--- src/rtl/add_seq.sv ---
// rtl/add_seq.sv - multi-word adder that reuses one 32-bit adder, one slice per cycle, LSW first
module adder_32 (
  input  logic [31:0] a,
  input  logic [31:0] b,
  input  logic        cin,
  output logic [31:0] sum,
  output logic        cout
);
  assign {cout, sum} = {1'b0, a} + {1'b0, b} + {32'b0, cin};
endmodule

module add_seq #(
  parameter int WORDS = 2
) (
  input  logic                  clk,
  input  logic                  rst_n,
  input  logic                  in_valid,
  output logic                  in_ready,
  input  logic [32*WORDS-1:0]   in_a,
  input  logic [32*WORDS-1:0]   in_b,
  input  logic                  in_cin,
  output logic                  out_valid,
  input  logic                  out_ready,
  output logic [32*WORDS-1:0]   out_sum,
  output logic                  out_cout,
  output logic                  busy
);
  localparam int W  = 32 * WORDS;
  localparam int IW = (WORDS > 1) ? $clog2(WORDS) : 1;

  typedef enum logic [1:0] {IDLE, RUN, DONE} state_t;

  state_t          state, state_nx;
  logic [W-1:0]    op_a, op_b;
  logic            carry;
  logic [IW-1:0]   idx;
  logic [31:0]     slice_a, slice_b, slice_sum;
  logic            slice_cout;
  logic            last;

  assign slice_a = op_a[32*idx +: 32];
  assign slice_b = op_b[32*idx +: 32];
  assign last    = (idx == IW'(WORDS - 1));

  adder_32 u_adder (
    .a    (slice_a),
    .b    (slice_b),
    .cin  (carry),
    .sum  (slice_sum),
    .cout (slice_cout)
  );

  always_ff @(posedge clk or negedge rst_n) begin
    if (!rst_n) state <= IDLE;
    else        state <= state_nx;
  end

  always_comb begin
    state_nx  = state;
    in_ready  = 1'b0;
    out_valid = 1'b0;
    busy      = 1'b1;
    case (state)
      IDLE: begin
        in_ready = 1'b1;
        busy     = 1'b0;
        if (in_valid) state_nx = RUN;
      end
      RUN: begin
        if (last) state_nx = DONE;
      end
      DONE: begin
        out_valid = 1'b1;
        if (out_ready) state_nx = IDLE;
      end
      default: begin
        state_nx = IDLE;
      end
    endcase
  end

  // idx returns to 0 after the top slice so it never selects past the operand
  always_ff @(posedge clk or negedge rst_n) begin
    if (!rst_n) begin
      op_a     <= '0;
      op_b     <= '0;
      carry    <= 1'b0;
      idx      <= '0;
      out_sum  <= '0;
      out_cout <= 1'b0;
    end else begin
      case (state)
        IDLE: begin
          if (in_valid) begin
            op_a     <= in_a;
            op_b     <= in_b;
            carry    <= in_cin;
            idx      <= '0;
            out_sum  <= '0;
            out_cout <= 1'b0;
          end
        end
        RUN: begin
          out_sum[32*idx +: 32] <= slice_sum;
          carry                 <= slice_cout;
          idx                   <= last ? '0 : idx + 1'b1;
          if (last) out_cout <= slice_cout;
        end
        default: begin
        end
      endcase
    end
  end
endmodule
--- config.mk ---
export PLATFORM = sky130hd
export DESIGN_NAME = add_seq
export DESIGN_NICKNAME = d
export VERILOG_FILES = /design/src/rtl/add_seq.sv
export SDC_FILE = /design/constraint.sdc
export NUM_CORES = 1
export LEC_CHECK = 0
export ABC_AREA = 1
export BUFFER_PORTS_ARGS = -buffer_cell sky130_fd_sc_hd__buf_2
export CORE_MARGIN = 4
export CORE_UTILIZATION = 60
export CTS_CLUSTER_SIZE = 10
export DETAILED_ROUTE_END_ITERATION = 12
export PLACE_DENSITY = 0.85
export SKIP_CTS_REPAIR_TIMING = 1
export SLEW_MARGIN = 0
export SYNTH_ARGS = -nofsm -noshare
export SYNTH_HDL_FRONTEND = slang
export SYNTH_SLANG_ARGS = --single-unit
--- constraint.sdc ---
create_clock -name clk -period 5.6 [get_ports clk]
set_input_delay 0.84 -clock clk [delete_from_list [all_inputs] [get_ports clk]]
set_output_delay 0.84 -clock clk [all_outputs]
set_load 0.005 [all_outputs]
==> results of run 1 <==
[cells by family after synthesis]
group,Yosys count,share of synthesized area
flip-flops,197,0.459
AO/OA/AOI/OAI,48,0.0240
buffers and inverters,196,0.0720
adder cells (fa/ha/maj),33,0.0399
AND/OR/NAND/NOR,1056,0.394
XOR/XNOR,13,0.0106
[through the flow]
stage / power (µW) / setup WS (ns)
final: 8930 / 2.56
after global routing: 9710 / 2.25
after CTS: 8880 / 2.60
after detailed placement: 7550 / 2.62
after global placement: 7390 / 2.72
after floorplan: 6100 / 3.11
[worst max-delay path by stage]
stage | to | slack, ns | cells past startpoint
finish | out_sum[56]$_DFFE_PN0P_ | 2.56 | 16
global route | out_sum[56]$_DFFE_PN0P_ | 2.25 | 16
CTS | out_sum[56]$_DFFE_PN0P_ | 2.60 | 16
detailed placement | out_sum[56]$_DFFE_PN0P_ | 2.62 | 16
global placement | out_sum[47]$_DFFE_PN0P_ | 2.72 | 12
floorplan | out_sum[24]$_DFFE_PN0P_ | 3.11 | 16
[cells in the mapped netlist (all sizes together)]
cell type and n:
nand4 4, or2 1, a21o 1, ha 31, o21bai 1, a22o 2
clkbuf 22, xor2 4, dfrtp 197, nor2 43, nor3 7, o21ai 25
xnor2 9, o31ai 1, a21oi 17, nand3b 8, inv 142, a21boi 1
nand3 51, and2 4, nor4 1, buf 32, nand2 937, fa 2
[sequential cells by signal, indices dropped and copies added (netlist names)]
signal and cells:
op_a 64, idx 1, out_cout 1, carry 1, op_b 64, state 2, out_sum 64
[layout make-up]
type / count / area [µm²] / area share
tap: 225 / 282 / 0.0226
sequential: 197 / 4930 / 0.396
multi-input combinational: 1150 / 5040 / 0.405
clock buffer: 19 / 443 / 0.0356
clock inverter: 13 / 168 / 0.0135
inverter: 142 / 534 / 0.0429
timing repair buffer: 205 / 1050 / 0.0842
[metal layers]
layer  part of all wire  wire length (µm)  GRT usage  up-vias
li1                   -                 -          -     4986
met5                  0                 0          0        -
met3              0.086              2420     0.0495       36
met2               0.45             12600      0.430      439
met1               0.45             12600      0.421     4666
met4              0.014               399     0.0646        0
[power groups by stage]
| stage | combinational [µW] | sequential (µW) | clock (µW) |
|---|---|---|---|
| detailed placement | 5110 | 2430 | 0 |
| CTS | 5170 | 2420 | 1290 |
| floorplan | 3740 | 2350 | 0 |
| global route | 5860 | 2490 | 1350 |
| global placement | 4970 | 2420 | 0 |
| finish | 5220 | 2430 | 1280 |
[critical path: cells and delay by family, from the launching register on]
kind	cells	cell delay, ns
AND/OR/NAND/NOR	13	1.13
buffers and inverters	1	0.79
adder cells (fa/ha/maj)	2	0.56
flip-flops	1	0.41
==> flow_metrics.py, run 1 <==
metrics = {
    "final_layout": {
        "instances_no_fill": 1951,
        "final_nets": 1879,
        "final_common_cell": "nand2_1",
        "antenna_cells": 0,
        "drive_above_1_share": 0.172,
        "layout_common_cells": "916 x nand2_1, 199 x buf_2, 196 x dfrtp_1",
        "stdcell_area_um2": 12400,
        "fin_util": 0.714,
        "fillers": 1419,
        "area_growth_pct": 15.9,
    },
    "timing": {
        "fin_crit_ns": 3.04,
        "fin_tns_setup_ns": 0,
        "slew_headroom": 0.228,
        "max_freq_ghz": 0.329,
        "hold-worst-slack_ns": 0.430,
        "hold_violations": 0,
        "rsz0062_at_grt": "no",
        "setup_violations": 0,
        "finalCritPeriodShare": 0.543,
        "fin_skew_ns": 0.00906,
        "worstMarginPinSlew_ns": 1.16,
        "slew_viol_final": 0,
    },
    "floorplanning": {
        "die_area_um2": 20100,
        "rows": 48,
        "pin_count": 201,
        "initial_core_util": 0.616,
        "dieHeight_um": 142,
        "die_w_um": 142,
        "coreArea_um2": 17400,
    },
    "clock_tree": {
        "insertion_delay_ns": 0.44,
        "cts_made_buffers": 17,
        "cts.root.buffer_cell": "clkbuf_16",
        "clk_path_buf_depth": 2,
        "cts_sinks": 197,
        "cts.clk_slew.worst_paths_ns": 0.07,
        "cts_tree": "yes",
        "h-tree-depth": 4,
    },
    "yosys": {
        "syn_nets": 1709,
        "yosysUniqueCellTypes": 33,
        "syn_inst": 1543,
        "ys_seq_elements": 197,
        "netlist_area_um2": 10700,
        "syn_area_per_cell_um2": 6.96,
        "synth_top_area_frac": 0.459,
        "synthTopCellsByArea": "dfrtp_1 46%, nand2_1 32%, inv_1 4.4%",
        "synth_seq_area_share": 0.459,
        "synth_warnings": 0,
        "yosysTopAreaCell": "dfrtp_1",
    },
    "critical_path": {
        "end_kind": "flip-flop",
        "critPathKind": "flip-flop to flip-flop",
        "ff2ff_path_depth": 16,
        "critPathLaunch": "idx$_DFFE_PN0P_",
        "r2r_slack_ns": 2.56,
        "cpPeakStageDelay_ns": 0.79,
        "r2r_end": "out_sum[56]$_DFFE_PN0P_",
        "cp-start-kind": "flip-flop",
        "cp.arrival_ns": 3.37,
        "crit_path_cell_trace": "inv_2, nand2_1, nand2_1, fa_1, fa_1, nand3_1, nand3_2, nand2_1, nand2_1, nand2_1, nand2_2, nand2_1, nand2_1, nand2_1, nand3_1, nand2_1",
        "worst-path-max-fanout": 66,
        "cp_slowest_cell": "inv_2",
        "cpMostUsedCell": "nand2_1",
        "timing.rr.start": "idx$_DFFE_PN0P_",
        "critPathRequiredTime_ns": 5.92,
    },
    "pwr": {
        "p_int_uw": 4480,
        "vdd_drop_max_uv": 455,
        "p_seq_frac": 0.272,
        "powerDensity_nw_per_um2": 718,
        "p_comb_frac": 0.584,
        "switching_share": 0.499,
        "p_switching_uw": 4450,
        "clock_power_share": 0.144,
        "p_leak_uw": 0.00756,
    },
    "grt": {
        "antenna_found_initial": 0,
        "grt_pass1_wl_mm": 45.5,
        "track_usage": 0.281,
        "grt_start_max_net_pins": 130,
        "grt_overflow": 0,
        "grt_pass1_vias": 9338,
    },
    "outcome": {
        "status": "complete, no violations",
    },
    "route": {
        "via_per_inst": 5.19,
        "num_vias": 10100,
        "wl_per_cell_um": 14.4,
        "drtPass1Iterations": 5,
        "drt-initial-drc-count": 913,
        "antenna_left": 0,
        "drc": 0,
        "wl_mm": 28.0,
    },
    "placement": {
        "routabilityCongestion": 0.986,
        "hpwl_mm": 20.6,
        "dp_cells": 1919,
        "dpl_cell_area_um2": 11800,
        "numPortBuffers": 200,
    },
    "flow_run": {
        "maxCapViolCount": 0,
    },
    "min_path": {
        "hp-class": "input port to asynchronous set/reset pin",
    },
}
(Power assumes the default switching activity.)
==> run 2: changes to the inputs <==
ABC_AREA = 0   (was 1)
CORE_UTILIZATION = 55   (was 60)
PLACE_DENSITY = 0.8   (was 0.85)
clock period = 2.8 ns   (was 5.6 ns; I/O delays follow)
==> flow_metrics.py, run 2 <==
metrics = {
    "route": {
        "via_per_inst": 5.82,
        "wl_per_cell_um": 19.6,
        "drt-initial-drc-count": 947,
        "drc": 0,
        "drtPass1Iterations": 5,
        "antenna_left": 0,
        "wl_mm": 31.2,
        "num_vias": 9253,
    },
    "final_layout": {
        "fin_util": 0.771,
        "final_nets": 1519,
        "antenna_cells": 0,
        "fillers": 1069,
        "multi_input_area_um2": 5470,
        "final_common_cell": "nand2_1",
        "drive_above_1_share": 0.382,
        "layout_common_cells": "415 x nand2_1, 199 x buf_2, 196 x dfrtp_1",
        "area_growth_pct": 36.2,
        "register_area_um2": 4930,
        "top_regs": "op_a x64, op_b x64, out_sum x64",
    },
    "critical_path": {
        "worst-path-max-fanout": 9,
        "critPathRequiredTime_ns": 3.13,
        "r2r_slack_ns": -0.50,
        "critPathKind": "flip-flop to flip-flop",
        "cp.arrival_ns": 3.63,
        "end_kind": "flip-flop",
        "ff2ff_path_depth": 11,
        "cp-start-kind": "flip-flop",
    },
    "yosys": {
        "synth_common_cells": "419 x nand2_1, 197 x dfrtp_1, 64 x mux2_2",
        "syn_area_per_cell_um2": 9.24,
        "syn_inst": 1067,
        "ys_dominant_reg_cell": "dfrtp_1",
        "yosysUniqueCellTypes": 54,
        "syn_nets": 1233,
        "yosysTopAreaCell": "dfrtp_1",
        "netlist_area_um2": 9860,
        "synthTopCellsByArea": "dfrtp_1 50%, nand2_1 16%, mux2_2 7.3%",
        "synth_top_area_frac": 0.500,
        "synth_seq_area_share": 0.500,
        "async_reset_ff_frac": 1.00,
        "synth_edf_count": 0,
        "synth_warnings": 0,
        "post-synth-top-count-cell": "nand2_1",
        "ys_seq_elements": 197,
    },
    "clock_tree": {
        "h-tree-depth": 4,
        "cts_tree": "yes",
        "cts_made_buffers": 17,
        "cts.root.buffer_cell": "clkbuf_16",
        "insertion_delay_ns": 0.44,
        "clk_path_buf_depth": 2,
        "cts.clk_slew.worst_paths_ns": 0.07,
        "cts_sinks": 197,
    },
    "timing": {
        "worstMarginPinSlew_ns": 0.783,
        "hold-worst-slack_ns": 0.0243,
        "finalCritPeriodShare": 1.18,
        "worst_slack_ns": -0.498,
        "slew_viol_final": 0,
        "slew_headroom": 0.478,
        "setup_violations": 50,
        "max_freq_ghz": 0.303,
        "fin_skew_ns": 0.00617,
        "rsz0062_at_grt": "yes",
        "hold_violations": 0,
        "fin_crit_ns": 3.30,
    },
    "outcome": {
        "violations": "negative setup slack",
        "status": "finished with violations",
    },
    "floorplanning": {
        "initial_core_util": 0.566,
        "rows": 48,
        "coreArea_um2": 17400,
        "dieHeight_um": 142,
        "die_area_um2": 20100,
        "die_w_um": 142,
        "pin_count": 201,
    },
    "grt": {
        "grt_overflow": 0,
        "antenna_found_initial": 0,
        "grt_pass1_vias": 8514,
        "track_usage": 0.271,
        "grt_pass1_wl_mm": 43.2,
        "grt_start_max_net_pins": 85,
    },
    "placement": {
        "hpwl_mm": 20.2,
        "numPortBuffers": 200,
        "routabilityCongestion": 0.952,
    },
    "min_path": {
        "hp-class": "input port to asynchronous set/reset pin",
    },
    "flow_run": {
        "maxCapViolCount": 0,
    },
}
==> run 2: cell count changes in the layout (fill, tap and decap cells not counted), sizes merged, moves of 9 or more <==
cell   change
o21ai     +11
inv      -133
mux2      +64
a21o      +12
a21oi     +20
buf      +115
nor2      -18
a32o       +9
a22o      +44
nand2    -518
nand3     -46
==> run 2: critical path: stages (launching register included) <==
cell and delay (ns):
dfrtp_2 0.47, buf_12 0.17, clkbuf_16 0.17, mux2_2 0.37, ha_4 0.31, nand4_1 0.17
a211oi_2 0.40, o211ai_1 0.28, a31oi_2 0.36, a21boi_2 0.12, xnor2_2 0.17, a22o_1 0.19
==> run 2: worst paths after layout <==
kind | startpoint | endpoint
setup reg to reg | idx$_DFFE_PN0P_ | out_sum[60]$_DFFE_PN0P_
hold reg to reg | op_b[39]$_DFFE_PN0P_ | op_b[39]$_DFFE_PN0P_
setup / recovery | idx$_DFFE_PN0P_ | out_sum[60]$_DFFE_PN0P_
min in group clk | in_a[4] | op_a[4]$_DFFE_PN0P_
hold / removal | rst_n | op_b[5]$_DFFE_PN0P_
max in group asynchronous | rst_n | op_b[62]$_DFFE_PN0P_
==> run 2: cell type report <==
| cell class | count | area share |
|---|---|---|
| sequential | 197 | 0.367 |
| multi-input combinational | 802 | 0.408 |
| clock buffer | 19 | 0.0322 |
| timing repair buffer | 323 | 0.157 |
| clock inverter | 13 | 0.0114 |
| tap | 225 | 0.0210 |
| inverter | 12 | 0.00335 |
==> run 2: per-stage QoR <==
stage               cell area (µm²)  setup slack, ns  instances  setup TNS, ns
finish                        13400           -0.498       1591         -12.08
global route                  13400           -0.550       1591         -14.77
CTS                           12500           -0.323       1580         -10.24
detailed placement            11900           -0.310       1548          -9.00
global placement              11900           -0.230       1548          -6.34
floorplan                      9950           -0.303       1067          -1.57
==> run 2: cell families (layout without fill, tap and decap cells) <==
logic type / count (synthesis) / in the layout / synth area share
AO/OA/AOI/OAI: 190 / 190 / 0.138
XOR/XNOR: 21 / 21 / 0.0187
adder cells (fa/ha/maj): 33 / 33 / 0.0434
buffers and inverters: 68 / 367 / 0.0265
flip-flops: 197 / 197 / 0.500
multiplexers: 65 / 65 / 0.0741
AND/OR/NAND/NOR: 493 / 493 / 0.199
==> run 2: layer usage <==
metal	part of all wire	vias up	GRT usage
li1	-	4223	-
met4	0.032	0	0.0874
met3	0.074	81	0.0398
met1	0.42	4482	0.390
met5	0	-	0
met2	0.48	467	0.425
Power of run 2 is left out: the tool's default activity adds up to more than one toggle a clock period on the data nets, which glitch-free logic cannot reach.
